==> config.mk <==
export PLATFORM = sky130hd
export DESIGN_NAME = ram_block_engine
export DESIGN_NICKNAME = d
export VERILOG_FILES = /design/src/rtl/ram_block_engine.sv
export SDC_FILE = /design/constraint.sdc
export NUM_CORES = 1
export LEC_CHECK = 0
export CAP_MARGIN = 5
export CORE_UTILIZATION = 30
export CTS_CLUSTER_SIZE = 25
export DETAILED_ROUTE_END_ITERATION = 10
export PLACE_DENSITY_LB_ADDON = 0.05
export RECOVER_POWER = 50
export SYNTH_ARGS = -nofsm -noshare
export SYNTH_HDL_FRONTEND = slang
export SYNTH_SLANG_ARGS = --single-unit
==> constraint.sdc <==
create_clock -name clk -period 3.64 [get_ports clk]
set_clock_uncertainty 0.05 [all_clocks]
set_input_delay 0.364 -clock clk [delete_from_list [all_inputs] [get_ports clk]]
set_output_delay 0.364 -clock clk [all_outputs]
set_load 0.02 [all_outputs]
==> src/rtl/ram_block_engine.sv <==
// ram_block_engine
//   Single-port RAM master that runs block FILL, COPY and CHECK operations
//   over a wrapping address range under a start/busy/done handshake.
//
//   Optional feature macro: RAM_BLOCK_CHECK_EN
//     defined   : CHECK op with mismatch counter and first-mismatch address
//     undefined : op=10 is reserved (err=1, no RAM access); status outputs tied 0
//
//   Ports
//     clk, rst_n            clock (rising edge), async active-low reset
//     start, op             command strobe (IDLE only), 00 FILL 01 COPY 10 CHECK
//     src_addr, dst_addr    COPY source / CHECK base, COPY dest / FILL base
//     len                   word count 0..DEPTH
//     pattern, incr         data seed; word k = pattern + k when incr=1
//     abort                 stop the running op (current access completes)
//     busy, done, err       handshake / status
//     mismatch_cnt          CHECK mismatch count
//     first_mismatch_addr   address of first CHECK mismatch (0 if none)
//     ram_en/we/addr/wdata  RAM port, decoded from registers only
//     ram_rdata             RAM read data, combinational from ram_addr
module ram_block_engine #(
    parameter int ADDR_WIDTH = 8,
    parameter int DATA_WIDTH = 32,
    parameter int DEPTH      = 1 << ADDR_WIDTH
) (
    input  logic                  clk,
    input  logic                  rst_n,
    input  logic                  start,
    input  logic [1:0]            op,
    input  logic [ADDR_WIDTH-1:0] src_addr,
    input  logic [ADDR_WIDTH-1:0] dst_addr,
    input  logic [ADDR_WIDTH:0]   len,
    input  logic [DATA_WIDTH-1:0] pattern,
    input  logic                  incr,
    input  logic                  abort,
    output logic                  busy,
    output logic                  done,
    output logic                  err,
    output logic [ADDR_WIDTH:0]   mismatch_cnt,
    output logic [ADDR_WIDTH-1:0] first_mismatch_addr,
    output logic                  ram_en,
    output logic                  ram_we,
    output logic [ADDR_WIDTH-1:0] ram_addr,
    output logic [DATA_WIDTH-1:0] ram_wdata,
    input  logic [DATA_WIDTH-1:0] ram_rdata
);

    typedef enum logic [2:0] {IDLE, FILL, CP_RD, CP_WR, CHK, FIN} state_t;

    localparam logic [ADDR_WIDTH:0] MAX_LEN = (ADDR_WIDTH+1)'(DEPTH);

    state_t                state, state_n;
    logic [ADDR_WIDTH:0]   k;
    logic [ADDR_WIDTH:0]   len_q;
    logic [ADDR_WIDTH-1:0] src_q, dst_q;
    logic [DATA_WIDTH-1:0] pat_q, hold_q, data_k;
    logic                  incr_q;
    logic                  last;
    logic                  op_reserved;

`ifdef RAM_BLOCK_CHECK_EN
    assign op_reserved = (op == 2'b11);
`else
    assign op_reserved = (op[1] == 1'b1);
`endif

    assign last   = (k == len_q - 1'b1);
    assign data_k = incr_q ? pat_q + DATA_WIDTH'(k) : pat_q;

    always_ff @(posedge clk or negedge rst_n) begin
        if (!rst_n) state <= IDLE;
        else        state <= state_n;
    end

    // Abort wins over the normal sequencing; the access already on the
    // port this cycle still lands because the RAM samples at the same edge.
    always_comb begin
        state_n = state;
        case (state)
            IDLE: if (start) begin
                if (len == '0 || op_reserved) state_n = FIN;
                else if (op == 2'b00)         state_n = FILL;
                else if (op == 2'b01)         state_n = CP_RD;
                else                          state_n = CHK;
            end
            FILL:    if (abort || last) state_n = FIN;
            CP_RD:   state_n = abort ? FIN : CP_WR;
            CP_WR:   state_n = (abort || last) ? FIN : CP_RD;
            CHK:     if (abort || last) state_n = FIN;
            FIN:     state_n = IDLE;
            default: state_n = IDLE;
        endcase
    end

    // RAM port and handshake are pure decodes of state and registers.
    always_comb begin
        ram_en    = 1'b0;
        ram_we    = 1'b0;
        ram_addr  = '0;
        ram_wdata = '0;
        case (state)
            FILL: begin
                ram_en    = 1'b1;
                ram_we    = 1'b1;
                ram_addr  = dst_q + k[ADDR_WIDTH-1:0];
                ram_wdata = data_k;
            end
            CP_RD, CHK: begin
                ram_en   = 1'b1;
                ram_addr = src_q + k[ADDR_WIDTH-1:0];
            end
            CP_WR: begin
                ram_en    = 1'b1;
                ram_we    = 1'b1;
                ram_addr  = dst_q + k[ADDR_WIDTH-1:0];
                ram_wdata = hold_q;
            end
            default: ;
        endcase
    end

    assign busy = (state == FILL) || (state == CP_RD) || (state == CP_WR) || (state == CHK);
    assign done = (state == FIN);

    always_ff @(posedge clk or negedge rst_n) begin
        if (!rst_n) begin
            k      <= '0;
            len_q  <= '0;
            src_q  <= '0;
            dst_q  <= '0;
            pat_q  <= '0;
            incr_q <= 1'b0;
            hold_q <= '0;
            err    <= 1'b0;
        end else begin
            case (state)
                IDLE: if (start) begin
                    k      <= '0;
                    len_q  <= (len > MAX_LEN) ? MAX_LEN : len;
                    src_q  <= src_addr;
                    dst_q  <= dst_addr;
                    pat_q  <= pattern;
                    incr_q <= incr;
                    err    <= op_reserved;
                end
                FILL, CP_WR, CHK: k <= k + 1'b1;
                CP_RD:            hold_q <= ram_rdata;
                default: ;
            endcase
            if (busy && abort) err <= 1'b1;
        end
    end

`ifdef RAM_BLOCK_CHECK_EN
    always_ff @(posedge clk or negedge rst_n) begin
        if (!rst_n) begin
            mismatch_cnt        <= '0;
            first_mismatch_addr <= '0;
        end else if (state == IDLE && start) begin
            mismatch_cnt        <= '0;
            first_mismatch_addr <= '0;
        end else if (state == CHK && ram_rdata != data_k) begin
            mismatch_cnt <= mismatch_cnt + 1'b1;
            if (mismatch_cnt == '0) first_mismatch_addr <= ram_addr;
        end
    end
`else
    assign mismatch_cnt        = '0;
    assign first_mismatch_addr = '0;
`endif

endmodule

Yosys cells after proc, flatten, opt, wreduce, memory -nomap -nowiden
Cells that the tools add are included.

word-level totals
  output and inout port bits = 62
  memory bits (writable) = 0
  memories kept = 0
  register bits = 103
  ROM bits = 0
  bits in latches = 0

operators by class
  magnitude comparators = 1
  divide/modulo/power cells = 0
  bitwise operators = 0
  reductions and logical operators = 21
  $add $sub $neg = 5
  shifts and indexed selects = 0
  equal/unequal tests = 9
  multiplexer cells = 19
  $mul = 0

operator list
  cell                                                                   number
  32-bit one-hot mux with 2 select lines                                 1
  32-bit by 9-bit adder with 32-bit output                               1
  32-bit 2-to-1 mux                                                      1
  3-bit 2-to-1 mux                                                       7
  9-bit 2-to-1 mux                                                       2
  9-bit one-hot mux with 2 select lines                                  1
  8-bit adder                                                            2
  8-bit one-hot mux with 2 select lines                                  1
  3-bit one-hot mux with 4 select lines                                  1
  9-bit by 1-bit adder with 9-bit output, second input constant          1
  9-bit equality test                                                    1
  9-bit > comparator, second input constant                              1
  9-bit logical NOT                                                      1
  9-bit by 1-bit subtractor with 9-bit output, second input constant     1
  2-bit AND reduction                                                    4
  3-bit by 2-bit equality test with 1-bit output, second input constant  2
  3-bit equality test, second input constant                             2
  2-bit nonzero test                                                     3
  2-bit OR reduction                                                     3
  1-bit logical OR                                                       5
  1-bit 2-to-1 mux                                                       5
  4-bit OR reduction                                                     1
  3-bit by 1-bit equality test with 1-bit output, second input constant  1
  3-bit logical NOT                                                      1
  6 further kinds                                                        6

Depth between registers and ports, before layout
  word-level depth = 7
  depth in mapped cells = 17
  gate-level depth less buffers = 14

Worst setup path before layout
No wires, ideal clock.

  path type = reg-to-output
  start point = register state[0]
  end point = output port ram_addr[6]
  buffers on the path = 3
  setup slack = -95 ps
  data required time = 3226 ps
  cell stages (with the launch flop) = 18
  data arrival time = 3321 ps
  path through = dfrtp_1 buf_2 o21ai_1 nand2_1 inv_2 clkbuf_1 clkbuf_1 nand2_1 nand2_1 ha_1 inv_1 fa_1 nor2b_1 o21ai_0 a21oi_1 o21a_1 nor3_1 nor3_1

on the way
  word-level cells in the longest chain between the ends = 3

RTL lines
  what                                                                          RTL line  source
  from (decl)                                                                   52        state_t state, state_n;
  from (signal assigned)                                                        72        else state <= state_n;
  3-bit by 1-bit equality test with 1-bit output, or another cell as far along  101       case (state)
  2-bit OR reduction (no source line)                                           n/a
  8-bit one-hot mux with 2 select lines *                                       101
  to (decl)                                                                     43        output logic [ADDR_WIDTH-1:0] ram_addr,

Every way passes the cells marked *; elsewhere a longest branch is shown, timed or not.

Worst setup path after layout
  start point = register k[1]
  end point = output port ram_wdata[5]

on the way
  word-level cells in the longest chain between the ends = 3

RTL lines
  what                                      RTL line  source
  from (decl)                               53        logic [ADDR_WIDTH:0] k;
  from (signal assigned)                    146       FILL, CP_WR, CHK: k <= k + 1'b1;
  32-bit by 9-bit adder with 32-bit output  68        assign data_k = incr_q ? pat_q + DATA_WIDTH'(k) : pat_q;
  32-bit 2-to-1 mux                         68
  32-bit one-hot mux with 2 select lines    101
  to (decl)                                 44        output logic [DATA_WIDTH-1:0] ram_wdata,

No other way between the ends.

==> flow_metrics.tcl <==
set metrics [dict create \
    drt_iter0_drc 200 \
    slew_viol_final 77 \
    fmax_ghz 0.289 \
    cts_num_sinks 103 \
    synth_edf_count 0 \
    wl_per_cell_um 17.1 \
    final.setup.tns_ns 0 \
    antenna_found_initial 0 \
    rows 52 \
    outcome "complete, but fails checks" \
    async_reset_ff_frac 1.00 \
    syn_to_final_growth_pct 32.6 \
    core-area_mm2 0.0204 \
    antennaDiodeCount 0 \
    synth_cells 640 \
    pin_count 158 \
    grt_pass1_vias 5404 \
    die-width_um 147 \
    synth-seq-cells 103 \
    ant_nets 0 \
    vias 5242 \
    die_y_um 147 \
    dieArea_mm2 0.0215 \
    crit_required_ns 3.23 \
    ctsRootBufferMaster "clkbuf_16" \
    numCtsBuffers 9 \
    hold_viol_final 0 \
    grt_max_degree 77 \
    ys_seq_area_frac 0.411 \
    placed_cell_area_mm2 0.00803 \
    start_kind "flip-flop" \
    start_util 0.308 \
    finalCritPeriodShare 0.952 \
    p_per_area_mw_per_mm2 841 \
    fin_area_mm2 0.00832 \
    grt_pass1_wl_um 29100 \
    worst-setup-path-type "reg -> out" \
    p_leak_nw 3.65 \
    yosysWarnings 0 \
    clk_latency_ns 0.36 \
    drtPass1Iterations 4 \
    drt-total-wl_um 18200 \
    path_max_fanout 6 \
    routed_via_density 4.94 \
    ys.flop_type "dfrtp_1" \
    whs_ns 0.446 \
    fin_nets 904 \
    clockBufferDepth 2 \
    tightest_slew_ns 2.04 \
    min_path_type "reg -> reg" \
    worstPathArrival_ns 3.05 \
    setup_viol 0 \
    violations "max-capacitance violations, max-slew violations" \
    hold_buffers 0 \
    drv_cap 1 \
    clk_pin_slew_ns 0.07 \
    min_period_ns 3.46 \
    mappedNetlistArea_mm2 0.00627 \
    drive_above_1_share 0.165 \
    h-tree-depth 3 \
    synth.avg_cell_area_um2 9.80 \
    ys_types 57 \
    routabilityCongestion 0.855 \
    maxSlewHeadroom -0.362 \
    drc 0 \
    overflow 0 \
    cts_tree "built" \
    setup.worst_path.end_class "output port" \
    place_hpwl_um 13300 \
    p_total_mw 7.00 \
    grt_use_total 0.175 \
    peakVddDrop_uv 308 \
    portBuffers 140 \
]
-- synthesized netlist by cell type, types with 2 or more instances --
master       n  share of area
dfrtp_1    103           0.41
mux2_2      69           0.12
nand2_1     51          0.031
o21ai_0     48          0.038
a21oi_1     41          0.033
nor2_1      35          0.021
clkbuf_1    28          0.017
xnor2_1     23          0.032
buf_4       19          0.023
nand2b_1    19          0.019
a211oi_1    18          0.022
ha_1        18          0.036
xor2_1      18          0.025
inv_1       16         0.0096
nor3_1      14          0.011
mux2_1      13          0.023
o21ai_1     11         0.0088
and3_1       9         0.0090
nand3_1      7         0.0056
nor2b_1      7         0.0070
o21a_1       6         0.0072
mux2i_1      5         0.0080
o211ai_1     5         0.0060
nand4_1      4         0.0040
o2111ai_1    4         0.0056
or3_1        4         0.0040
a21o_1       3         0.0036
and4_1       3         0.0042
o31ai_1      3         0.0036
a211o_1      2         0.0028
buf_2        2         0.0016
fa_1         2         0.0064
inv_2        2         0.0012
nor4_1       2         0.0020
nor4b_1      2         0.0028
or3b_1       2         0.0028
or4_1        2         0.0024
-- layout by cell type (no fill, tap or decap), drive strengths merged, types with 5 or more instances in the layout --
cell type      instances
clkdlybuf4s50        109
dfrtp                103
mux2                  82
o21ai                 59
nand2                 51
a21oi                 41
nor2                  35
buf                   27
xnor2                 23
clkbuf                21
inv                   20
nand2b                19
xor2                  18
ha                    18
a211oi                18
conb                  17
nor3                  14
dlygate4sd2           11
and3                   9
dlymetal6s2s           9
nor2b                  7
nand3                  7
o21a                   6
o211ai                 6
mux2i                  5
-- worst max-delay path, cell delays in order, from the launching register on --
cell and delay [ns]:
dfrtp_1 0.38, buf_4 0.16, ha_1 0.31, a211oi_1 0.29, o21bai_1 0.19, a21oi_1 0.25, xnor2_1 0.15, mux2i_1 0.10
a21oi_1 0.17, clkdlybuf4s50_1 0.69
-- per-stage QoR --
stage          setup slack, ns   util  std cells
3_5_place_dp             0.142  0.394       1044
3_3_place_gp             0.181  0.394       1044
6_report                 0.176  0.409       1062
5_1_grt                -0.0116  0.409       1062
4_1_cts                0.00405  0.408       1059
2_1_floorplan           0.0756      -        656
-- report_power, final --
group	internal, mW	switching, mW
registers	1.66	0.447
clock network	0.535	0.465
logic	1.80	2.09
total	4.00	3.00
-- cells by family after synthesis --
group,share of synthesized area
flip-flops,0.411
multiplexers,0.155
AO/OA/AOI/OAI,0.149
buffers and inverters,0.0524
other,0.000598
AND/OR/NAND/NOR,0.132
XOR/XNOR,0.0572
adder cells (fa/ha/maj),0.0423
-- final cells by class --
type / instances / area (um2)
Tap cell: 270 / 338
Clock inverter: 6 / 68.8
Fill cell: 2000 / 12000
Sequential cell: 103 / 2580
Inverter: 18 / 67.6
Clock buffer: 9 / 225
Timing Repair Buffer: 171 / 1590
Multi-Input combinational cell: 485 / 3450
-- timing repair --
item,in CTS,in global routing
gates resized for setup,23,31
endpoints found under the setup margin,20,22
endpoints found under the hold margin,0,0
setup buffers,0,3
-- flip-flops by register name, indices dropped and copies added, names as in the netlist --
signal and count:
hold_q 32, pat_q 32, k 9, len_q 9
dst_q 8, src_q 8, state 3, err 1
incr_q 1
-- routing by layer --
layer  GRT usage  up-vias  part of all wire
met1       0.216     2555              0.44
met3      0.0409       20             0.051
met5           0        -                 0
li1            -     2548                 -
met2       0.302      119              0.49
met4      0.0510        0             0.015
-- final timing paths --
kind / startpoint / endpoint / slack [ns] / depth (start not counted)
max in group asynchronous: rst_n / hold_q[20]$_DFFE_PN0P_ / 1.21 / 2
min in group asynchronous: rst_n / src_q[6]$_DFFE_PN0P_ / 0.50 / 1
setup / recovery: k[1]$_DFFE_PN0P_ / ram_wdata[5] / 0.18 / 9
setup reg to reg: state[1]$_DFFE_PN0P_ / hold_q[27]$_DFFE_PN0P_ / 1.07 / 4
hold / removal: dst_q[1]$_DFFE_PN0P_ / dst_q[1]$_DFFE_PN0P_ / 0.45 / 1
hold reg to reg: dst_q[1]$_DFFE_PN0P_ / dst_q[1]$_DFFE_PN0P_ / 0.45 / 1
Power figures use the tool's default switching activity.
